==> src/rtl/pipe_fixed_to_float.sv <==
// Pipelined fixed-point to float converter.
// Normalises with a log-shifter, rounds, then packs/classifies.
module pipe_fixed_to_float #(
  parameter int WII   = 8,
  parameter int WIF   = 8,
  parameter int WOE   = 8,
  parameter int WOM   = 23,
  parameter int ROUND = 1
) (
  input  logic                 clk,
  input  logic                 rst,
  input  logic                 i_en,
  input  logic                 i_signed,
  input  logic [WII+WIF-1:0]   in,
  output logic                 o_en,
  output logic [WOE+WOM:0]     out,
  output logic                 o_ovf,
  output logic                 o_unf,
  output logic                 o_inexact
);

  localparam int W    = WII + WIF;
  localparam int NS   = $clog2(W);
  localparam int EW   = WOE + $clog2(W) + 3;
  localparam int BIAS = (1 << (WOE - 1)) - 1;

  localparam logic signed [EW-1:0] EBASE =
    EW'(W - 1 - WIF + BIAS);
  localparam logic signed [EW-1:0] EMAX =
    EW'((1 << WOE) - 1);

  // stage 0 sign/magnitude split
  logic         sgn0;
  logic [W-1:0] mag0;

  assign sgn0 = i_signed & in[W-1];
  assign mag0 = sgn0 ? (~in + W'(1)) : in;

  // pipeline state: index 0 is the input register
  logic [NS+1:0]          vld;
  logic [W-1:0]           mag_q [0:NS];
  logic signed [EW-1:0]   e_q   [0:NS];
  logic [NS:0]            sgn_q;

  logic [W-1:0]           nmag  [1:NS];
  logic signed [EW-1:0]   ne    [1:NS];

  // round stage registers
  logic [WOM-1:0]         r_frac;
  logic signed [EW-1:0]   r_e;
  logic                   r_sgn;
  logic                   r_zero;
  logic                   r_inx;

  // normalise: stage j conditionally shifts by 2^(NS-j)
  always_comb begin
    for (int j = 1; j <= NS; j++) begin
      nmag[j] = mag_q[j-1];
      ne[j]   = e_q[j-1];
      if ((mag_q[j-1] >> (W - (1 << (NS - j)))) == '0) begin
        nmag[j] = mag_q[j-1] << (1 << (NS - j));
        ne[j]   = e_q[j-1] - EW'(1 << (NS - j));
      end
    end
  end

  // round: hidden bit, fraction, guard and sticky
  logic [W+WOM+1:0]     ext;
  logic                 guard;
  logic                 sticky;
  logic                 inc;
  logic [WOM:0]         rsum;
  logic signed [EW-1:0] re;

  always_comb begin
    ext    = {mag_q[NS], {(WOM+2){1'b0}}};
    guard  = ext[W];
    sticky = |ext[W-1:0];
    inc    = (ROUND != 0) && guard && (sticky || ext[W+1]);
    rsum   = {1'b0, ext[W+WOM -: WOM]} + {{WOM{1'b0}}, inc};
    re     = rsum[WOM] ? e_q[NS] + EW'(1) : e_q[NS];
  end

  // valid chain, cleared by reset
  always_ff @(posedge clk) begin
    if (rst) vld <= '0;
    else     vld <= {vld[NS:0], i_en};
  end

  // datapath registers, qualified only by the valid chain
  always_ff @(posedge clk) begin
    mag_q[0] <= mag0;
    e_q[0]   <= EBASE;
    sgn_q[0] <= sgn0;
    for (int j = 1; j <= NS; j++) begin
      mag_q[j] <= nmag[j];
      e_q[j]   <= ne[j];
      sgn_q[j] <= sgn_q[j-1];
    end
    r_frac <= rsum[WOM-1:0];
    r_e    <= re;
    r_sgn  <= sgn_q[NS];
    r_zero <= ~ext[W+WOM+1];
    r_inx  <= guard | sticky;
  end

  // pack and classify; outputs hold when no sample arrives
  always_ff @(posedge clk) begin
    if (rst) begin
      o_en      <= 1'b0;
      out       <= '0;
      o_ovf     <= 1'b0;
      o_unf     <= 1'b0;
      o_inexact <= 1'b0;
    end else begin
      o_en <= vld[NS+1];
      if (vld[NS+1]) begin
        if (r_zero) begin
          out       <= '0;
          o_ovf     <= 1'b0;
          o_unf     <= 1'b0;
          o_inexact <= 1'b0;
        end else if (r_e >= EMAX) begin
          out       <= {r_sgn, {WOE{1'b1}}, {WOM{1'b0}}};
          o_ovf     <= 1'b1;
          o_unf     <= 1'b0;
          o_inexact <= 1'b1;
        end else if (r_e[EW-1] || r_e == '0) begin
          out       <= {r_sgn, {(WOE+WOM){1'b0}}};
          o_ovf     <= 1'b0;
          o_unf     <= 1'b1;
          o_inexact <= 1'b1;
        end else begin
          out       <= {r_sgn, r_e[WOE-1:0], r_frac};
          o_ovf     <= 1'b0;
          o_unf     <= 1'b0;
          o_inexact <= r_inx;
        end
      end
    end
  end

endmodule

==> config.mk <==
export PLATFORM = sky130hd
export DESIGN_NAME = pipe_fixed_to_float
export DESIGN_NICKNAME = d
export VERILOG_FILES = /design/src/rtl/pipe_fixed_to_float.sv
export SDC_FILE = /design/constraint.sdc
export NUM_CORES = 1
export LEC_CHECK = 0
export CAP_MARGIN = 20
export CELL_PAD_IN_SITES_DETAIL_PLACEMENT = 1
export CELL_PAD_IN_SITES_GLOBAL_PLACEMENT = 2
export CORE_UTILIZATION = 35
export DETAILED_ROUTE_END_ITERATION = 8
export PLACE_DENSITY = 0.72
export RECOVER_POWER = 100
export SYNTH_ARGS = -nofsm -noshare
export SYNTH_HDL_FRONTEND = slang
export SYNTH_SLANG_ARGS = --single-unit
==> constraint.sdc <==
create_clock -name clk -period 2.6 [get_ports clk]
set_input_delay 0.39 -clock clk [delete_from_list [all_inputs] [get_ports clk]]
set_output_delay 0.39 -clock clk [all_outputs]
set_load 0.01 [all_outputs]
==> run summary, run 1 <==
The flow ran to the end, and the final reports show no timing, DRC or antenna violations. The run gives 42 as the number of distinct library cell variants in the gate-level netlist after synthesis. The count of vias placed by the detailed router was 2,863. Clock latency on the worst-skew pair, taken at its later pin, is 410 ps. Cell internal power was estimated by the tool at 4.52 mW. The tool flagged a number of max-cap violations equal to 0.

For the number of warnings reported in the yosys synthesis log, the log shows 0. Number of antenna violations at the first check in global routing: 0. Standard cell with the maximum stage delay on the critical path: sky130_fd_sc_hd__dlygate4sd3_1. The run gives 0 as the post-CTS repair timing setup buffer count. The max-slew violation total from the final report is 0. The number of fill cells is 1,538, and the share of post-route cells with drive strength above 1 is 0.161. The final global-route overflow total is 0, and the TritonCTS sink count is 174.

The via count of the first global-routing pass came out at 2,900. The tools report the gate count after technology mapping as 412. For this run, the leading register cell type out of synthesis is sky130_fd_sc_hd__dfxtp_1. The sum of buffers and inverters on the critical path was 1; the tightest slew margin relative to the limit was 0.350. The core occupancy in the finished layout is 0.438, and the combined global-route utilization of all metal layers is 0.116. Entering global routing, the biggest net connects 27 pins. The hold violation count in the final report came out at 0. The proportion of register bits with asynchronous set or reset after synthesis is 0, and the post-route antenna net violation count is 0. The count of buffers added on input and output ports is 47. In this run the power density over the cells is 913 nW/um2. The sequential fraction of the synthesis area is 0.671. OpenSTA, run right after detailed placement, puts the worst setup slack at 595 ps. After legalization and detailed placement, the total HPWL measured 5590 um.

The antenna diode instance count was 0. The worst hold path belongs to the class register to register. After synthesis, the mean cell area works out to 12.6 um2. The die is 124 um tall. The minimum clock period after layout is 1830 ps. For this run, the detailed router's first-pass iteration total came to 3.

The worst setup path is of the input port to register kind. In the final timing run, aggregate negative setup slack is 0 ps. The area occupied by multi-input gates was 1540 um2; the static power due to leakage was 2.68 nW.

The row count is 44, and the share of the clock period used by the worst path is 0.703. The worst setup path is launched from an input port. The first global-routing pass estimated 13,400 um of wire.

The cell area that synthesis handed to floorplanning was 5190 um2. The number of nets in the layout is 493, and the area growth from synthesis to final layout is 22.7%. Proportion of power drawn by the clock network: 0.413. For this block, the routed nets add up to 7950 um of wire. In this run, synthesis produced a sequential element count of 174. At the end of routability-driven placement, the weighted congestion stood at 0.796. At the pin with the least slew margin, the transition time is 975 ps.

Area inside the core boundary: 14,500 um2. The highest net fanout along the worst path was 5. The tree is rooted in a sky130_fd_sc_hd__clkbuf_16. The count of instances resized after the clock tree is built was 0; the horizontal extent of the die was 124 um. Clock-pin slew was measured on the worst setup and hold paths at 60 ps. Across the whole layout, storage elements account for 3480 um2. Data arrives at the worst endpoint at 2130 ps.

In this run the number of H-tree levels came out at 4. The tools report the power share of the sequential group as 0.530. The combinational fraction of design power came out at 0.057.

The critical path endpoint category was a register. The initial cell density of the core was 0.357. For the maximum count of clock buffers along a single path, the log shows 2.

Timing would allow up to 547 MHz. Switching part of the total power: 0.223. The largest single stage delay on the critical path is 620 ps.

Dividing the detail-routed via count by the number of cells gives 4.29. The number of buffers created by CTS was 17; the number of buffers inserted for hold repair after clock tree synthesis was 0. After layout, the worst setup slack is 773 ps. The family with the most delay on the worst path is simple AND/OR/NAND/NOR gates.

The total net switching power was 1.30 mW. Setup repair after global routing left no endpoint under its margin. Dividing the detail-routed wire length by the instance count gives 11.9 um.

The run gives 0 as the DRC violation count after routing. The required time at the endpoint of the critical path is 2900 ps. The final setup skew is 6.85 ps. Yosys mapped a number of flops with a built-in enable equal to 0.

TritonCTS built the clock tree. The worst hold margin was 323 ps. The critical path goes through dlygate4sd3_1 > nor4_1 > and2_0 > a31oi_1 > xor2_1. For the number of setup violations in the final report, the log shows 0. The die covers 15,300 um2.

Pin placement for this block handled 56 I/O pins. The violation count after the first detailed-routing iteration is 91, and the worst supply voltage drop on vdd is 0.000468 V.
-- cell families (layout without fill, tap and decap cells) --
logic type	count (synthesis)	in the layout	synth area share
compound gates	57	57	0.0749
xor+xnor	17	17	0.0287
fa+ha+maj	2	2	0.00482
buf+inv	31	96	0.0311
flops	174	174	0.671
mux	34	34	0.0735
other cells	1	8	0.000722
simple gates	96	96	0.116
-- state kept, by name, summed over array words and instances (netlist names) --
signal / flops
out: 24
o_inexact: 1
r_sgn: 1
sgn_q: 5
mag_q: 80
o_en: 1
r_zero: 1
o_ovf: 1
o_unf: 1
vld: 6
r_frac: 15
e_q: 25
r_e: 13
-- final cells by class --
cell class,count,area share
inverter,12,0.00707
sequential,174,0.547
clock buffer,18,0.0689
timing repair buffer,52,0.0780
clock inverter,14,0.0216
multi-input combinational,214,0.242
tap,184,0.0361
-- power by group through the flow --
stage	combinational (mW)	sequential [mW]	clock (mW)
final	0.331	3.08	2.40
after global routing	0.374	3.11	2.59
after CTS	0.347	3.09	2.47
after detailed placement	0.340	3.15	0
after global placement	0.339	3.14	0
after floorplan	0.261	3.10	0
-- layout by cell type (no fill, tap or decap), drive strengths merged, types with 8 or more instances in the layout --
cell type / count
a21o: 13
a22o: 15
clkbuf: 21
clkdlybuf4s50: 15
conb: 8
dfxtp: 174
dlygate4sd3: 32
inv: 15
mux2: 33
nand2: 21
nor2: 22
nor2b: 21
nor3: 8
o21ai: 16
xnor2: 8
xor2: 9
-- final timing paths --
check | startpoint | depth (start not counted) | slack, ps | endpoint
worst max-delay path | in[2] | 5 | 770 | mag_q[0][13]$_DFF_P_
worst min-delay path | e_q[4][7]$_DFF_P_ | 0 | 320 | r_e[7]$_DFF_P_
worst max register to register | mag_q[0][29]$_DFF_P_ | 3 | 810 | mag_q[0][42]$_DFF_P_
worst min register to register | e_q[4][7]$_DFF_P_ | 0 | 320 | r_e[7]$_DFF_P_
-- layer usage --
layer  part of all wire  up-vias  wire [um]  global-route usage
met1               0.45     1286       3590               0.128
met4              0.030        0        242              0.0723
met2               0.48       63       3840               0.198
met3              0.034       21        274              0.0316
li1                   -     1493          -                   -
met5                  0        -          0                   0
-- synthesized netlist by cell type, drive strengths merged (3+ instances only) --
master	instances	area share
nor4b	3	0.0051
clkbuf	6	0.0043
o21ai	16	0.015
nor2	22	0.020
or2	3	0.0036
nor4	6	0.018
dfxtp	174	0.67
inv	12	0.0087
a22o	15	0.025
a21o	13	0.019
nor2b	21	0.027
buf	13	0.018
xnor2	8	0.013
a21oi	5	0.0048
nand2	21	0.016
and2	4	0.0048
mux2	33	0.072
a31oi	4	0.0048
nor3	8	0.0077
xor2	9	0.015
o31ai	3	0.0043
-- per-stage QoR --
step / instance area [um2] / instances / power (mW)
after CTS: 6420 / 668 / 5.90
after global placement: 5840 / 636 / 3.48
final: 6370 / 668 / 5.82
after global routing: 6370 / 668 / 6.08
after detailed placement: 5840 / 636 / 3.49
after floorplan: 5220 / 419 / 3.36
Power figures use the tool's default switching activity.
==> run 2: changes to the inputs <==
clock period = 1.7 ns   (was 2.6 ns; I/O delays follow)
==> run summary, run 2 (synthesized netlist as in run 1, its figures left out) <==
The flow ran to the end, and the final reports show no timing, DRC or antenna violations. The tools report the detailed placement HPWL as 5690 um (+1.9%). For the latest clock arrival within the worst-skew pair, the log shows 420 ps (about the same). The post-placement cell count is 649 (+2.0%).

In the final layout, the registers with the most flip-flops are mag_q (80), e_q (25), out (24). The logs give 14,500 um2 (unchanged) for the area inside the core boundary and 320 ps (-3.48 ps) for the worst hold margin. For the number of setup violations in the final report, the log shows 0 (unchanged). Kind of path behind the tightest hold check: register to register.

The run gives 0.560 (+0.210) as the tightest slew margin relative to the limit. The critical path is of the register to primary output type. TritonCTS built the clock tree. The critical path endpoint category was a primary output. The count of input and output buffers is 47 (unchanged), and the switching part of the total power is 0.238 (+0.0148). The tools report the number of buffers inserted for hold repair after clock tree synthesis as 0 (unchanged).

For the maximum count of clock buffers along a single path, the log shows 2 (unchanged). The share of post-route cells with drive strength above 1 was 0.185 (+0.0240); the total net switching power was 2.13 mW (+64%). The DRC violation count after routing was 0 (unchanged). Register clock-pin slew on the reported worst setup and hold paths: 70 ps (about the same).

The worst path in the final design needs a cycle of 1610 ps, including I/O delays and setup. The horizontal extent of the die is 124 um (unchanged). The maximum number of pins on one net before global-route repair is 27 (unchanged), and the core occupancy in the finished layout is 0.447 (+0.00861). The vertical extent of the die came out at 124 um (unchanged). Final setup skew: 9.64 ps (+2.79 ps). Setup repair after global routing left no endpoint under its margin. The startpoint class of the critical path is a register. The root buffer cell is sky130_fd_sc_hd__clkbuf_16. The logs give 0 (unchanged) for the post-route antenna net violation count and 174 (unchanged) for the TritonCTS sink count. The run gives 13,700 um (+1.8%) as the global-route wire length before repair.

The path with the worst hold slack has its endpoint at r_e[0]$_DFF_P_. The number of buffers created by CTS is 17 (unchanged), and the transition at the pin with the smallest max-transition slack is 654 ps (-322 ps). The share of the clock period used by the worst path was 0.944.

The register with the most flip-flops in the final layout is mag_q. The highest net fanout along the worst path was 2 (-3). The logs give 0.357 (unchanged) for the initial cell density of the core and 0.415 (+0.002) for the proportion of power drawn by the clock network. Family with the most delay on the worst path: buffers and inverters. For the data arrival time of the worst path, the log shows 1350 ps (-780 ps). The post-CTS repair timing setup buffer count was 0 (unchanged).

The largest individual stage delay along the critical path comes from the cell sky130_fd_sc_hd__dlygate4sd3_1. Number of antenna violations at the first check in global routing: 0 (unchanged). The number of flip-flops under the largest register name was 80 (unchanged).

The library cell used most frequently in the layout, excluding fill and tap cells, is sky130_fd_sc_hd__dfxtp_1. The first-pass iteration count of the detailed router is 4 (+1), and the area enclosed by the die boundary is 15,300 um2 (unchanged). The run gives 114 (+25%) as the violation count after the first detailed-routing iteration. In this run the critical register-to-register path is launched from r_e[7]$_DFF_P_. The length in cells of the worst reg-to-reg path is 5 (+2), and the number of nets in the layout is 506 (+2.6%). In this run the most critical hold path is launched from e_q[4][0]$_SDFF_PP0_. The hold-critical path depth was 0 (unchanged); the hold violation count in the final report was 0 (unchanged). Summed negative setup slack over all endpoints: 0 ps (unchanged). The delay of the slowest cell on the worst path is 600 ps (-20 ps).

The number of I/O pins was 56 (unchanged); the power share of the sequential group was 0.526 (-0.004). The logs give 681 (+1.9%) for the filler-free cell count of the finished design and 2.72 nW (+1.6%) for the static power due to leakage. The row count is 44 (unchanged). The run gives 0.119 (+0.00250) as the combined global-route utilization of all metal layers. The tools report the capture instance of the worst register-to-register path as out[12]$_SDFFE_PP0P_.

The tools report the via count of the first global-routing pass as 2,950 (+1.7%). The count of vias placed by the detailed router came out at 2,913 (+1.7%). For the number of maximum-capacitance constraint violations, the log shows 0 (unchanged). The library cells used most frequently in the layout, excluding fill and tap cells, are 174 x sky130_fd_sc_hd__dfxtp_1, 32 x sky130_fd_sc_hd__mux2_2, 28 x sky130_fd_sc_hd__clkdlybuf4s50_1. The H-tree level count was 4 (unchanged); the antenna diode instance count was 0 (unchanged). The max-slew violation total from the final report came out at 0 (unchanged).

Walking the worst path, the cells encountered are dlygate4sd3_1. The run gives 1440 ps (-1460 ps) as the required time at the endpoint of the critical path. The area growth from synthesis to final layout works out to 25.1%. The logs give 0.059 (+0.002) for the combinational fraction of design power and 623 MHz for the maximum frequency from static timing analysis. The power density over cell area is 1380 nW/um2 (+51%). The via density per instance is 4.28 (-0.20%), and the final routed wire length divided by cell count is 11.8 um (-1.2%). Post-detailed-routing wire length: 8010 um (+0.75%).

The logs give 0 (unchanged) for the final global-route overflow total and 0 (unchanged) for the count of instances resized after the clock tree is built. The logs give 150 ps (-660 ps) for the minimum setup slack among reg-to-reg paths and 0.785 (-1.4%) for the last weighted congestion value of the routability-driven placer. The sum of buffers and inverters on the critical path came out at 1 (unchanged).

The internal cell power is 6.82 mW (+51%), and the worst supply voltage drop on vdd is 0.000736 V (+57%).
-- run 2: per-stage QoR --
stage | power, mW | instance area (um2) | setup slack [ps]
after global placement | 5.34 | 5970 | -45.5
after floorplan | 5.14 | 5220 | 221
after global routing | 9.38 | 6500 | 31.3
after detailed placement | 5.36 | 5970 | -104
final | 8.95 | 6500 | 95.0
after CTS | 9.11 | 6550 | 113
-- run 2: power groups by stage --
stage	Combinational [mW]	Sequential [mW]	Clock [mW]
after floorplan	0.399	4.74	0
after global placement	0.538	4.80	0
after detailed placement	0.543	4.81	0
after CTS	0.553	4.72	3.83
after global routing	0.596	4.76	4.03
final	0.530	4.71	3.72
-- run 2: area by class of cell --
type / count / area, um2
clock buffers: 17 / 425
clock inverters: 15 / 159
fillers: 1529 / 8040
inverters: 12 / 45.0
multi-input cells: 214 / 1540
flip-flops and latches: 174 / 3480
well taps: 184 / 230
repair buffers: 65 / 616
-- run 2: per-layer routing --
metal | up-vias | global-route usage | wire length, um
met2 | 54 | 0.204 | 4040
met3 | 7 | 0.0357 | 250
met5 | - | 0 | 0
met1 | 1326 | 0.130 | 3580
met4 | 0 | 0.0640 | 133
li1 | 1526 | - | -
-- run 2: worst max path at each step --
| stage | startpoint | endpoint | slack [ps] | cells past startpoint |
|---|---|---|---|---|
| after floorplan | mag_q[0][29]$_DFF_P_ | mag_q[0][43]$_DFF_P_ | 220 | 3 |
| after global placement | in[4] | mag_q[0][8]$_DFF_P_ | -50 | 5 |
| after detailed placement | in[4] | mag_q[0][8]$_DFF_P_ | -100 | 5 |
| after CTS | r_e[7]$_DFF_P_ | out[12]$_SDFFE_PP0P_ | 110 | 5 |
| after global routing | out[12]$_SDFFE_PP0P_ | out[12] | 30 | 1 |
| final | out[20]$_SDFFE_PP0P_ | out[20] | 90 | 1 |
==> run 3: changes to the inputs <==
ABC_AREA = 0   (was not set)
CORE_MARGIN = 4   (was not set)
==> run summary, run 3 (synthesized netlist as in run 1, its figures left out) <==
The run gives 14,100 um (+2.8%) as the global-route wire length before repair. Number of I/O pins: 56 (unchanged). The count of input and output buffers was 47 (unchanged); the tightest slew margin relative to the limit was 0.610 (+0.0500). The worst supply voltage drop on vdd was 0.000847 V (+15%); the share of post-route cells with drive strength above 1 was 0.175 (-0.0101). The uppermost signal routing layer after detailed routing was met4.

TritonCTS built the clock tree. Number of maximum-capacitance constraint violations: 0 (unchanged). The vertical extent of the die was 130 um (+4.8%); the count of vias placed by the detailed router was 2,954 (+1.4%). The static power due to leakage is 2.71 nW (-0.50%).

The largest registers in the layout are mag_q (80), e_q (25), out (24). The kind of path behind the tightest hold check is register to register. The final setup skew was 5.49 ps (-4.15 ps); the number of cells on the critical path was 1 (unchanged). The post-route antenna net violation count was 0 (unchanged); the H-tree level count was 4 (unchanged). In the layout the commonest cells are 174 x sky130_fd_sc_hd__dfxtp_1, 34 x sky130_fd_sc_hd__clkdlybuf4s50_1, 30 x sky130_fd_sc_hd__mux2_2. The run gives 3480 um2 (unchanged) as the area taken by flip-flops and latches. The total met2 wirelength after detailed routing is 4230 um (+4.6%). The number of nets in the layout was 507 (+0.20%); the register clock-pin slew on the reported worst setup and hold paths was 60 ps (about the same). Family with the most delay on the worst path: buffers and inverters. The data arrival time of the worst path came out at 1340 ps (about the same).

The highest net fanout along the worst path was 2 (unchanged); the number of antenna violations at the first check in global routing was 0 (unchanged). Area growth from synthesis to final layout: 25.9%. Area enclosed by the die boundary: 16,900 um2 (+9.9%). The worst setup path is captured at a primary output. The share of the clock period used by the worst path was 0.937 (-0.00706); the maximum count of clock buffers along a single path was 2 (unchanged). The required time at the endpoint of the critical path was 1440 ps (about the same); the post-detailed-routing wire length was 8260 um (+3.1%). The maximum frequency from static timing analysis was 628 MHz (+0.75%).

The run gives 27 (unchanged) as the maximum number of pins on one net before global-route repair. The tools report the post-CTS repair timing setup buffer count as 0 (unchanged). The number of buffers inserted for hold repair after clock tree synthesis was 0 (unchanged). Setup repair after global routing left no endpoint under its margin. Final routed wire length divided by cell count: 12.1 um (+3.1%). The max-slew violation total from the final report came out at 0 (unchanged). The antenna diode instance count is 0 (unchanged), and the DRC violation count after routing is 0 (unchanged).

Leaving out fill and tap cells, the most frequent cell in the layout is sky130_fd_sc_hd__dfxtp_1. The tools report the hold violation count in the final report as 0 (unchanged). The run finished with clean final reports. Horizontal extent of the die: 130 um (+4.8%). STA classifies the critical path startpoint as a register. Root buffer cell: sky130_fd_sc_hd__clkbuf_16. The length in cells of the worst reg-to-reg path works out to 5 (unchanged). The initial cell density of the core was 0.357 (unchanged); the final global-route overflow total was 0 (unchanged). The logs give 6170 um (+8.3%) for the detailed placement HPWL and 17 (unchanged) for the number of buffers created by CTS.

The via density per instance works out to 4.34 (+1.4%). The summed negative setup slack over all endpoints was 0 ps (unchanged). The total met3 wirelength after detailed routing was 371 um (+48%); the transition at the pin with the smallest max-transition slack was 579 ps (-74.3 ps). Last weighted congestion value of the routability-driven placer: 0.836 (+6.6%). The register with the most flip-flops in the final layout is mag_q.

The violation count after the first detailed-routing iteration was 77 (-32%); the hold-critical path depth was 0 (unchanged). The number of fill cells was 1,558 (+1.9%); the latest clock arrival within the worst-skew pair was 410 ps (about the same). Type of the setup path with the least slack: register to primary output. The number of flip-flops under the largest register name works out to 80 (unchanged). The post-route met1 wirelength is 3550 um (-0.81%), and the row count is 44 (unchanged).

The power density over cell area works out to 1410 nW/um2 (+2.5%). For the number of setup violations in the final report, the log shows 0 (unchanged). The run gives 9.24 mW (+3.2%) as the total chip power. Walking the worst path, the cells encountered are dlygate4sd3_1.

The logs give 3 (-1) for the first-pass iteration count of the detailed router and 1540 um2 (-0.24%) for the area occupied by multi-input gates. The standard cell with the maximum stage delay on the critical path is sky130_fd_sc_hd__dlygate4sd3_1. The TritonCTS sink count was 174 (unchanged); the delay of the slowest cell on the worst path was 610 ps (about the same).

The count of instances resized after the clock tree is built was 0 (unchanged). The run gives 14,500 um2 (unchanged) as the area inside the core boundary. The sum of buffers and inverters on the critical path works out to 1 (unchanged).

Combined global-route utilization of all metal layers: 0.107 (-0.0120). The minimum clock period after layout came out at 1590 ps (-12.0 ps). The via count of the first global-routing pass came out at 3,026 (+2.6%).
run 3: cell count changes in the layout (fill, tap and decap cells not counted), moves of 2 or more:
cell                              delta
sky130_fd_sc_hd__clkbuf_1            +2
sky130_fd_sc_hd__dlygate4sd3_1       -6
sky130_fd_sc_hd__clkinv_2            +2
sky130_fd_sc_hd__clkdlybuf4s50_1     +6
sky130_fd_sc_hd__mux2_1              +2
sky130_fd_sc_hd__bufinv_16           +4
sky130_fd_sc_hd__inv_8               -8
sky130_fd_sc_hd__clkinvlp_4          +3
sky130_fd_sc_hd__mux2_2              -2
sky130_fd_sc_hd__clkbuf_2            -2
run 3: area by class of cell:
| type | count | area share |
|---|---|---|
| clock buffers | 18 | 0.0671 |
| clock inverters | 13 | 0.0287 |
| repair buffers | 66 | 0.0949 |
| flip-flops and latches | 174 | 0.533 |
| well taps | 184 | 0.0352 |
| multi-input cells | 214 | 0.235 |
| inverters | 12 | 0.00689 |
run 3: through the flow:
| stage | instances | setup WS, ps | area, um2 | hold slack (ps) | utilization |
|---|---|---|---|---|---|
| 2_1_floorplan | 419 | 221 | 5220 | 283 | - |
| 3_3_place_gp | 650 | -41.8 | 5970 | 311 | 0.411 |
| 3_5_place_dp | 650 | -91.4 | 5970 | 313 | 0.411 |
| 4_1_cts | 681 | 130 | 6600 | 324 | 0.454 |
| 5_1_grt | 681 | 49.3 | 6540 | 333 | 0.450 |
| 6_report | 681 | 107 | 6540 | 323 | 0.450 |
run 3: metal layers:
layer	GRT usage	vias up
met5	0	-
li1	-	1515
met2	0.182	61
met1	0.122	1373
met3	0.0389	5
met4	0.0422	0
run 3: report_power, final:
part / leakage, nW / internal [mW] / switching (mW)
logic: 0.969 / 0.315 / 0.215
registers: 1.44 / 4.53 / 0.187
clock network: 0.299 / 2.50 / 1.50
total: 2.71 / 7.34 / 1.90
run 3: path summary, 6_finish.rpt:
path	from	end	slack [ps]
max reg2reg	r_e[7]$_DFF_P_	out[10]$_SDFFE_PP0P_	120
min reg2reg	e_q[4][3]$_DFF_P_	r_e[3]$_DFF_P_	320
max	o_unf$_SDFFE_PP0P_	o_unf	110
min	e_q[4][3]$_DFF_P_	r_e[3]$_DFF_P_	320
